File: src/rtl/veda_core_if.sv
// rtl/veda_core_if.sv - instruction and data memory port bundle for veda_core
interface veda_core_if;
  logic        mode1;
  logic [31:0] address1;
  logic [31:0] data_in1;
  logic [31:0] data_out1;
  logic        mode2;
  logic [31:0] address2;
  logic [31:0] data_in2;
  logic [31:0] data_out2;

  modport master (
    output mode1, address1, data_in1, mode2, address2, data_in2,
    input  data_out1, data_out2
  );

  modport slave (
    input  mode1, address1, data_in1, mode2, address2, data_in2,
    output data_out1, data_out2
  );
endinterface

File: src/rtl/veda_core.sv
// rtl/veda_core.sv - multicycle FETCH/DECODE/EXEC/MEM/WB core with a 32x32 register file
// Optional retired-instruction counter output enabled by VEDA_CORE_RETIRE_CNT_EN.
module veda_core #(
  parameter logic [31:0] RESET_PC = 32'd0,
  parameter logic [5:0]  HALT_OP  = 6'b111111
) (
  input  logic        clk,
  input  logic        rst,
  veda_core_if.master mem,
  output logic        halted,
  output logic [31:0] pc
`ifdef VEDA_CORE_RETIRE_CNT_EN
  ,
  output logic [31:0] retired
`endif
);

  typedef enum logic [2:0] {S_FETCH, S_DECODE, S_EXEC, S_MEM, S_WB, S_HALT} state_t;

  localparam logic [5:0] OP_RTYPE = 6'b000000;
  localparam logic [5:0] OP_ADDI  = 6'b000011;
  localparam logic [5:0] OP_LW    = 6'b001000;
  localparam logic [5:0] OP_SW    = 6'b001001;
  localparam logic [5:0] OP_BNE   = 6'b001011;
  localparam logic [5:0] FN_ADD   = 6'b000000;
  localparam logic [5:0] FN_SUB   = 6'b000001;
  localparam logic [5:0] FN_SLT   = 6'b001000;

  state_t      state_q, state_d;
  logic [31:0] pc_q, pc_d;
  logic [31:0] ir_q, ir_d;
  logic [31:0] opa_q, opa_d, opb_q, opb_d, opc_q, opc_d;
  logic [31:0] res_q, res_d;
  logic [31:0] addr2_q, addr2_d;
  logic [31:0] wdata2_q, wdata2_d;
  logic        mode2_q, mode2_d;
  logic        halted_q, halted_d;
  logic [31:0] regs_q [32];
  logic [31:0] regs_d [32];

  logic [5:0]  op, funct;
  logic [4:0]  fa;
  logic [31:0] imm;
  logic [4:0]  dec_a, dec_b, dec_c;
  logic        unused_ir;

  assign op        = ir_q[31:26];
  assign fa        = ir_q[25:21];
  assign funct     = ir_q[5:0];
  assign imm       = {{16{ir_q[15]}}, ir_q[15:0]};
  assign dec_a     = mem.data_out1[25:21];
  assign dec_b     = mem.data_out1[20:16];
  assign dec_c     = mem.data_out1[15:11];
  assign unused_ir = ^{ir_q[20:16], ir_q[10:6]};

`ifdef VEDA_CORE_RETIRE_CNT_EN
  logic [31:0] retired_q, retired_d;
  logic        retire;
`endif

  always_comb begin
    state_d  = state_q;
    pc_d     = pc_q;
    ir_d     = ir_q;
    opa_d    = opa_q;
    opb_d    = opb_q;
    opc_d    = opc_q;
    res_d    = res_q;
    addr2_d  = addr2_q;
    wdata2_d = wdata2_q;
    mode2_d  = 1'b1;
    halted_d = halted_q;
    regs_d   = regs_q;

    case (state_q)
      S_FETCH: state_d = S_DECODE;

      S_DECODE: begin
        ir_d    = mem.data_out1;
        opa_d   = (dec_a == 5'd0) ? 32'd0 : regs_q[dec_a];
        opb_d   = (dec_b == 5'd0) ? 32'd0 : regs_q[dec_b];
        opc_d   = (dec_c == 5'd0) ? 32'd0 : regs_q[dec_c];
        state_d = S_EXEC;
      end

      S_EXEC: begin
        // Unknown ops and funct codes fall through as a 3-cycle NOP.
        state_d = S_FETCH;
        pc_d    = pc_q + 32'd1;
        if (op == HALT_OP) begin
          state_d  = S_HALT;
          halted_d = 1'b1;
        end else begin
          case (op)
            OP_RTYPE: begin
              state_d = S_WB;
              case (funct)
                FN_ADD:  res_d = opb_q + opc_q;
                FN_SUB:  res_d = opb_q - opc_q;
                FN_SLT:  res_d = {31'd0, ($signed(opb_q) < $signed(opc_q))};
                default: state_d = S_FETCH;
              endcase
            end
            OP_ADDI: begin
              res_d   = opb_q + imm;
              state_d = S_WB;
            end
            OP_LW: begin
              addr2_d = opb_q + imm;
              state_d = S_MEM;
            end
            OP_SW: begin
              addr2_d  = opb_q + imm;
              wdata2_d = opa_q;
              mode2_d  = 1'b0;
              state_d  = S_MEM;
            end
            OP_BNE: begin
              if (opa_q != opb_q) pc_d = pc_q + imm;
            end
            default: ;
          endcase
        end
        // pc only moves in the cycle that finishes the instruction.
        if (state_d != S_FETCH) pc_d = pc_q;
      end

      S_MEM: begin
        if (op == OP_LW) begin
          res_d   = mem.data_out2;
          state_d = S_WB;
        end else begin
          pc_d    = pc_q + 32'd1;
          state_d = S_FETCH;
        end
      end

      S_WB: begin
        if (fa != 5'd0) regs_d[fa] = res_q;
        pc_d    = pc_q + 32'd1;
        state_d = S_FETCH;
      end

      S_HALT: state_d = S_HALT;

      default: state_d = S_FETCH;
    endcase
  end

`ifdef VEDA_CORE_RETIRE_CNT_EN
  always_comb begin
    retire    = (state_q != S_HALT) && ((state_d == S_FETCH) || (state_d == S_HALT))
                && (state_q != S_FETCH);
    retired_d = retire ? retired_q + 32'd1 : retired_q;
  end
`endif

  always_ff @(posedge clk or posedge rst) begin
    if (rst) begin
      state_q  <= S_FETCH;
      pc_q     <= RESET_PC;
      ir_q     <= '0;
      opa_q    <= '0;
      opb_q    <= '0;
      opc_q    <= '0;
      res_q    <= '0;
      addr2_q  <= '0;
      wdata2_q <= '0;
      mode2_q  <= 1'b1;
      halted_q <= 1'b0;
      for (int i = 0; i < 32; i++) regs_q[i] <= '0;
`ifdef VEDA_CORE_RETIRE_CNT_EN
      retired_q <= '0;
`endif
    end else begin
      state_q  <= state_d;
      pc_q     <= pc_d;
      ir_q     <= ir_d;
      opa_q    <= opa_d;
      opb_q    <= opb_d;
      opc_q    <= opc_d;
      res_q    <= res_d;
      addr2_q  <= addr2_d;
      wdata2_q <= wdata2_d;
      mode2_q  <= mode2_d;
      halted_q <= halted_d;
      regs_q   <= regs_d;
`ifdef VEDA_CORE_RETIRE_CNT_EN
      retired_q <= retired_d;
`endif
    end
  end

  assign mem.mode1    = 1'b1;
  assign mem.address1 = pc_q;
  assign mem.data_in1 = 32'd0;
  assign mem.mode2    = mode2_q;
  assign mem.address2 = addr2_q;
  assign mem.data_in2 = wdata2_q;
  assign halted       = halted_q;
  assign pc           = pc_q;
`ifdef VEDA_CORE_RETIRE_CNT_EN
  assign retired      = retired_q;
`endif

endmodule
File: src/flat_wrapper.sv
// flat-port wrapper written by rule: the top's interface ports become plain ports
module veda_core_flat 
#(
  parameter logic [31:0] RESET_PC = 32'd0,
  parameter logic [5:0]  HALT_OP  = 6'b111111
)
  (clk, rst, halted, pc, mem_mode1, mem_address1, mem_data_in1, mem_mode2, mem_address2, mem_data_in2, mem_data_out1, mem_data_out2);
  veda_core_if mem_i ();
  input  logic clk;
  input  logic rst;
  output logic halted;
  output logic [31:0] pc;
  output wire logic [$bits(mem_i.mode1)-1:0] mem_mode1;
  output wire logic [$bits(mem_i.address1)-1:0] mem_address1;
  output wire logic [$bits(mem_i.data_in1)-1:0] mem_data_in1;
  output wire logic [$bits(mem_i.mode2)-1:0] mem_mode2;
  output wire logic [$bits(mem_i.address2)-1:0] mem_address2;
  output wire logic [$bits(mem_i.data_in2)-1:0] mem_data_in2;
  input wire logic [$bits(mem_i.data_out1)-1:0] mem_data_out1;
  input wire logic [$bits(mem_i.data_out2)-1:0] mem_data_out2;
  assign mem_mode1 = mem_i.mode1;
  assign mem_address1 = mem_i.address1;
  assign mem_data_in1 = mem_i.data_in1;
  assign mem_mode2 = mem_i.mode2;
  assign mem_address2 = mem_i.address2;
  assign mem_data_in2 = mem_i.data_in2;
  assign mem_i.data_out1 = mem_data_out1;
  assign mem_i.data_out2 = mem_data_out2;
  veda_core #(.RESET_PC(RESET_PC), .HALT_OP(HALT_OP)) u_core (.clk(clk), .rst(rst), .mem(mem_i), .halted(halted), .pc(pc));
endmodule
File: config.mk
export PLATFORM = sky130hd
export DESIGN_NAME = veda_core_flat
export DESIGN_NICKNAME = d
export VERILOG_FILES = /design/src/rtl/veda_core_if.sv /design/src/rtl/veda_core.sv /design/src/flat_wrapper.sv
export SDC_FILE = /design/constraint.sdc
export NUM_CORES = 2
export LEC_CHECK = 0
export CORE_UTILIZATION = 35
export CTS_CLUSTER_DIAMETER = 30
export DETAILED_ROUTE_END_ITERATION = 10
export PLACE_DENSITY_LB_ADDON = 0.05
export SYNTH_ARGS = -nofsm -noshare
export SYNTH_HDL_FRONTEND = slang
export SYNTH_SLANG_ARGS = --single-unit
File: constraint.sdc
create_clock -name clk -period 61.6 [get_ports clk]
set_clock_uncertainty 0.15 [all_clocks]
set_input_delay 9.24 -clock clk [delete_from_list [all_inputs] [get_ports clk]]
set_output_delay 9.24 -clock clk [all_outputs]
set_load 0.03 [all_outputs]
Yosys cells after proc, flatten, opt, wreduce, memory -nomap -nowiden
Cells that the tools add are included.

Add/sub/neg operators: 5. Order comparisons: 6. Eq/ne operators: 19. Muxes and demuxes: 35. Bitwise operators: 5. Reduce and logical (&&, ||, !) cells: 19.

Operator list (count): bitwise mux 1024 bit (1); 2-to-1 mux 32 bit (17); binary-select mux 32 bit (select 5 bit) (3); case mux 32 bit (3 select lines) (2); demux 32 bit (select 5 bit) (1); case mux 32 bit (2 select lines) (2); adder 32 bit (3); adder 32 x 1 -> 32 bit (second input constant) (1); < comparator 32 bit (1); inequality test 32 bit (1); subtractor 32 bit (1); equality test 6 x 4 -> 1 bit (second input constant) (4); greater-or-equal comparator 6 bit (second input constant) (4); NOT 5 -> 6 bit (4); logical NOT 5 bit (3); case mux 3 bit (5 select lines) (1); logical NOT 6 bit (2); 2-to-1 mux 3 bit (4); case mux 3 bit (3 select lines) (1); AND reduction 3 bit (3); equality test 3 x 2 -> 1 bit (second input constant) (2); equality test 3 bit (second input constant) (2); equality test 6 x 1 -> 1 bit (second input constant) (1); equality test 6 x 2 -> 1 bit (second input constant) (1); other kinds (18) (24).

Register bits after elaboration: 1285. Input bits: 66. Output and inout port bits: 163. Logic and storage cells: 132.

Logic depth before layout (Yosys ltp)
Word-level depth: 9. Depth in mapped cells: 14. Mapped depth without buffers: 14.

Worst setup path after synthesis
Ideal clock, no wire load.

Kind: input-to-reg. Start: input port mem_data_out1[11]. End: register u_core.opc_q[21]. Setup time: 157 ps. Data arrival time: 11275 ps. Required time: 61293 ps. Slack: 50018 ps. Stages: 10. Path buffers: 4. Cell sequence: clkbuf_1 > buf_2 > buf_1 > clkbuf_1 > mux2i_1 > o221ai_1 > a21oi_1 > nor2_1 > a21oi_1 > o22ai_1.

Longest elaborated chain between the ends: 5. Elaborated cells between the ends (all ways): 6.

RTL lines: start, declared (line flat_wrapper.sv:19) `input wire logic [$bits(mem_i.data_out1)-1:0] mem_data_out1;`; NOT 5 -> 6 bit (implied by the code) (line veda_core.sv:82) `opc_d = (dec_c == 5'd0) ? 32'd0 : regs_q[dec_c];`; binary-select mux 32 bit (select 5 bit) (line veda_core.sv:82); 2-to-1 mux 32 bit (implied by the code) (2 in a row) (line veda_core.sv:82); 2-to-1 mux 32 bit (*) (line veda_core.sv:82); end signal, assigned (line veda_core.sv:181) `opc_q <= opc_d;`; end, declared (line veda_core.sv:32) `logic [31:0] opa_q, opa_d, opb_q, opb_d, opc_q, opc_d;`.

Every way passes the cells marked *; elsewhere a longest branch is shown, timed or not. The select of a mux whose other input is x is not followed. A chain may end at the register's enable or synchronous reset.

Final worst setup path
Start: input port mem_data_out1[11]. End: register u_core.opc_q[19].

The elaborated chain is that of the path after synthesis.

==> results.tsv <==
stage	metric	value	unit
run_status	outcome	complete, no violations	
clocking	cts_setup_buffers	0	
sta	setup_viol	0	
floorplan	die_y	482.9	um
layout	fillers	21500	
worst_hold_path	holdCritPathClass	flop to flop	
layout	final_cell_mix	1278 x dfrtp_1, 1229 x mux2_2, 653 x a21oi_1	
sta	slew_headroom	14.84	%
setup_path	max_stage_delay	840	ps
setup_path	startpoint_type	input pin	
yosys	yosysWarnings	0	
job	cap_violations	0	
setup_path	arrival	14290	ps
power_and_ir_drop	ir_drop	0.00003208	V
power_and_ir_drop	powerDensity	47.46	nW/um^2
sta	min_period_over_period	22.22	%
global_route	grt_util_met3	5.702	%
global_route	grtUsageMet1	41.11	%
global_route	grt_pass1_vias	64970	
placement	postPlaceCellArea	85490	um^2
floorplan	die_x	482.9	um
layout	final_cell_area	98180	um^2
clocking	htreeDepth	5	
yosys	ys.flop_type	dfrtp_1	
layout	final_nets	7373	
placement	gp_congestion	0.8975	
clocking	cts_tree	built	
detailed_routing	drc_errors	0	
power_and_ir_drop	seq_power_share	27.6	%
yosys	ys_ff_latch	1280	
layout	final_common_cell	dfrtp_1	
detailed_routing	via_per_inst	6.171	
detailed_routing	num_vias	64760	
layout	area_growth	21.30	%
global_route	antenna_found_initial	24	
power_and_ir_drop	combPwrFrac	30.9	%
global_route	grt_pass1_wl	496500	um
sta	rsz0062_at_grt	no	
yosys	synth-seq-area-share	39.57	%
setup_path	crit_fanout	84	
clocking	clock-sinks	1280	
setup_path	critPathKind	input pin to flop	
floorplan	row_count	176	
clocking	cts.repair.resized	0	
yosys	synthArstFlopShare	100.0	%
detailed_routing	post_drt_wl_per_cell	33.26	um
yosys	synthesis.area	80940	um^2
floorplan	start_util	35.21	%
layout	utilization	42.70	%
power_and_ir_drop	power_switching	0.001720	W
clocking	clk_pin_slew	40	ps
sta	period_needed	13690	ps
floorplan	core	229900	um^2
yosys	synth.distinct_cells	86	
yosys	synth.avg_cell_area	11.34	um^2
setup_path	crit_path_end_kind	flop	
clocking	cts-buffers-inserted	378	
setup_path	crit_path_frequent_cell	buf_4	
setup_path	cp_cell_sequence	buf_8 > buf_4 > buf_12 > buf_4 > buf_4 > mux2_2 > a21oi_1 > o21ai_0 > o22ai_1 > nor3_1 > a21oi_1 > o22ai_1	
yosys	syn_inst	7136	
clocking	root_buffer	clkbuf_16	
placement	portBuffers	195	
detailed_routing	totalWireLength	349000	um
sta	fin_setup_tns	0	ps
detailed_routing	dr.pass1.iters	8	
sta	slew_viol_final	0	
layout	stdcell_count	10490	
sta	tightest_slew	1277	ps
layout	drive_gt1_share	33.60	%
global_route	grt_max_degree	163	
power_and_ir_drop	internal-power	0.002940	W
yosys	synth-edff-count	0	
global_route	grt_overflow_total	0	
clocking	cts_buffer_depth	4	
global_route	grt.total_usage	29.74	%
floorplan	pin_count	229	
floorplan	dieArea	233200	um^2
clocking	clock_latency	960	ps
sta	clock.fmax	73.04	MHz
power_and_ir_drop	sw_frac_of_total	36.91	%
placement	hpwl	208300	um
placement	dp_cells	9823	
sta	hold_viol	0	
power_and_ir_drop	pwr-share-clk	41.5	%
sta	timing.hold.ws	268.0	ps
detailed_routing	drtIter0Drc	6169	
detailed_routing	ant_nets	0	
setup_path	worst-endpoint-required	62200	ps
global_route	busiest_layer	met2	
global_route	grtUsageMet2	46.42	%
clocking	hold_buffers	0	
setup_path	critPathSlowestCell	buf_4	
power_and_ir_drop	leakage	44.72	nW
[path summary, 6_finish.rpt]
check	end	startpoint	slack, ps	depth (start not counted)
max	u_core.opc_q[19]	mem_data_out1[11]	47910	12
min	u_core.regs_q[1000]	u_core.regs_q[1000]	270	0
max reg2reg	u_core.res_q[30]	u_core.opb_q[2]	56870	11
min reg2reg	u_core.regs_q[1000]	u_core.regs_q[1000]	270	0
max in group asynchronous	u_core.regs_q[108]	rst	48810	6
min in group asynchronous	u_core.regs_q[28]	rst	8710	2
[state kept, by name, summed over array words and instances, names as in the netlist]
name	cells
u_core.mem.address2	32
u_core.mem.address1	32
u_core.opb_q	32
u_core.ir_q	27
u_core.state_q	3
u_core.opa_q	32
u_core.mem.data_in2	32
u_core.res_q	32
u_core.halted	1
u_core.mem.mode2	1
u_core.opc_q	32
u_core.regs_q	1024
[worst max-delay path: cells and delay by family]
family          cells  cell delay (ps)
simple gates        1               80
mux                 1              410
buf+inv             5             3460
compound gates      5              740
[layout make-up]
type | count | area (um^2) | area share [%]
clock buffer | 502 | 10660 | 10.86
antenna | 3 | 7.507 | 0.007647
tap | 3026 | 3786 | 3.856
inverter | 85 | 326.6 | 0.3326
timing repair buffer | 376 | 3388 | 3.451
clock inverter | 165 | 2024 | 2.062
sequential | 1280 | 32030 | 32.63
multi-input combinational | 5056 | 45950 | 46.81
[synth_stat cells, drive strengths merged (7+ instances only)]
cell | n | share of area, %
dfrtp | 1279 | 40
mux2 | 1229 | 17
a21oi | 653 | 4.0
mux2i | 572 | 7.1
clkbuf | 470 | 2.2
mux4 | 393 | 11
o21ai | 392 | 2.4
nand2 | 307 | 1.4
buf | 276 | 1.6
o22ai | 230 | 1.8
nor2 | 211 | 0.98
o221ai | 203 | 2.2
nor3 | 127 | 0.79
ha | 126 | 1.9
inv | 85 | 0.39
a21o | 56 | 0.52
xor2 | 50 | 0.54
xnor2 | 46 | 0.50
nand3 | 40 | 0.25
nand4 | 31 | 0.24
o21bai | 27 | 0.25
o211ai | 25 | 0.24
nor4 | 22 | 0.17
a211oi | 21 | 0.19
nor2b | 20 | 0.15
nand2b | 19 | 0.15
and3 | 18 | 0.14
a221o | 16 | 0.20
or3 | 16 | 0.13
o21a | 15 | 0.14
a22oi | 12 | 0.11
a31oi | 11 | 0.085
or2 | 10 | 0.077
a221oi | 9 | 0.097
o41ai | 9 | 0.11
nor3b | 8 | 0.074
a211o | 7 | 0.076
nand3b | 7 | 0.065
[routing by layer]
metal	routed length (um)	part of all wire [%]
met5	29	0.0083
met2	157700	45
met1	155200	44
met3	24650	7.1
met4	11510	3.3
[cells by family after synthesis]
logic type               synth area share (%)
flip-flops                              39.57
adder cells (fa/ha/maj)                 2.047
buffers and inverters                   4.197
AO/OA/AOI/OAI                           13.15
other                                0.009278
XOR/XNOR                                1.039
multiplexers                            35.11
AND/OR/NAND/NOR                         4.872
[metrics by stage]
| stage | total power, W | worst slack, ps |
|---|---|---|
| floorplan | 0.002157 | 16140 |
| global placement | 0.002702 | 47030 |
| detailed placement | 0.002710 | 46990 |
| CTS | 0.004666 | 47990 |
| global route | 0.004871 | 47630 |
| finish | 0.004660 | 47910 |
[power by group through the flow]
stage | Clock (W) | Combinational, W | Sequential (W)
finish | 0.00193 | 0.00144 | 0.00129
global route | 0.00201 | 0.00155 | 0.00131
CTS | 0.00196 | 0.00143 | 0.00128
detailed placement | 0 | 0.00142 | 0.00129
global placement | 0 | 0.00142 | 0.00128
floorplan | 0 | 0.000955 | 0.00120
Note: power is estimated with default switching activity, not from simulation.
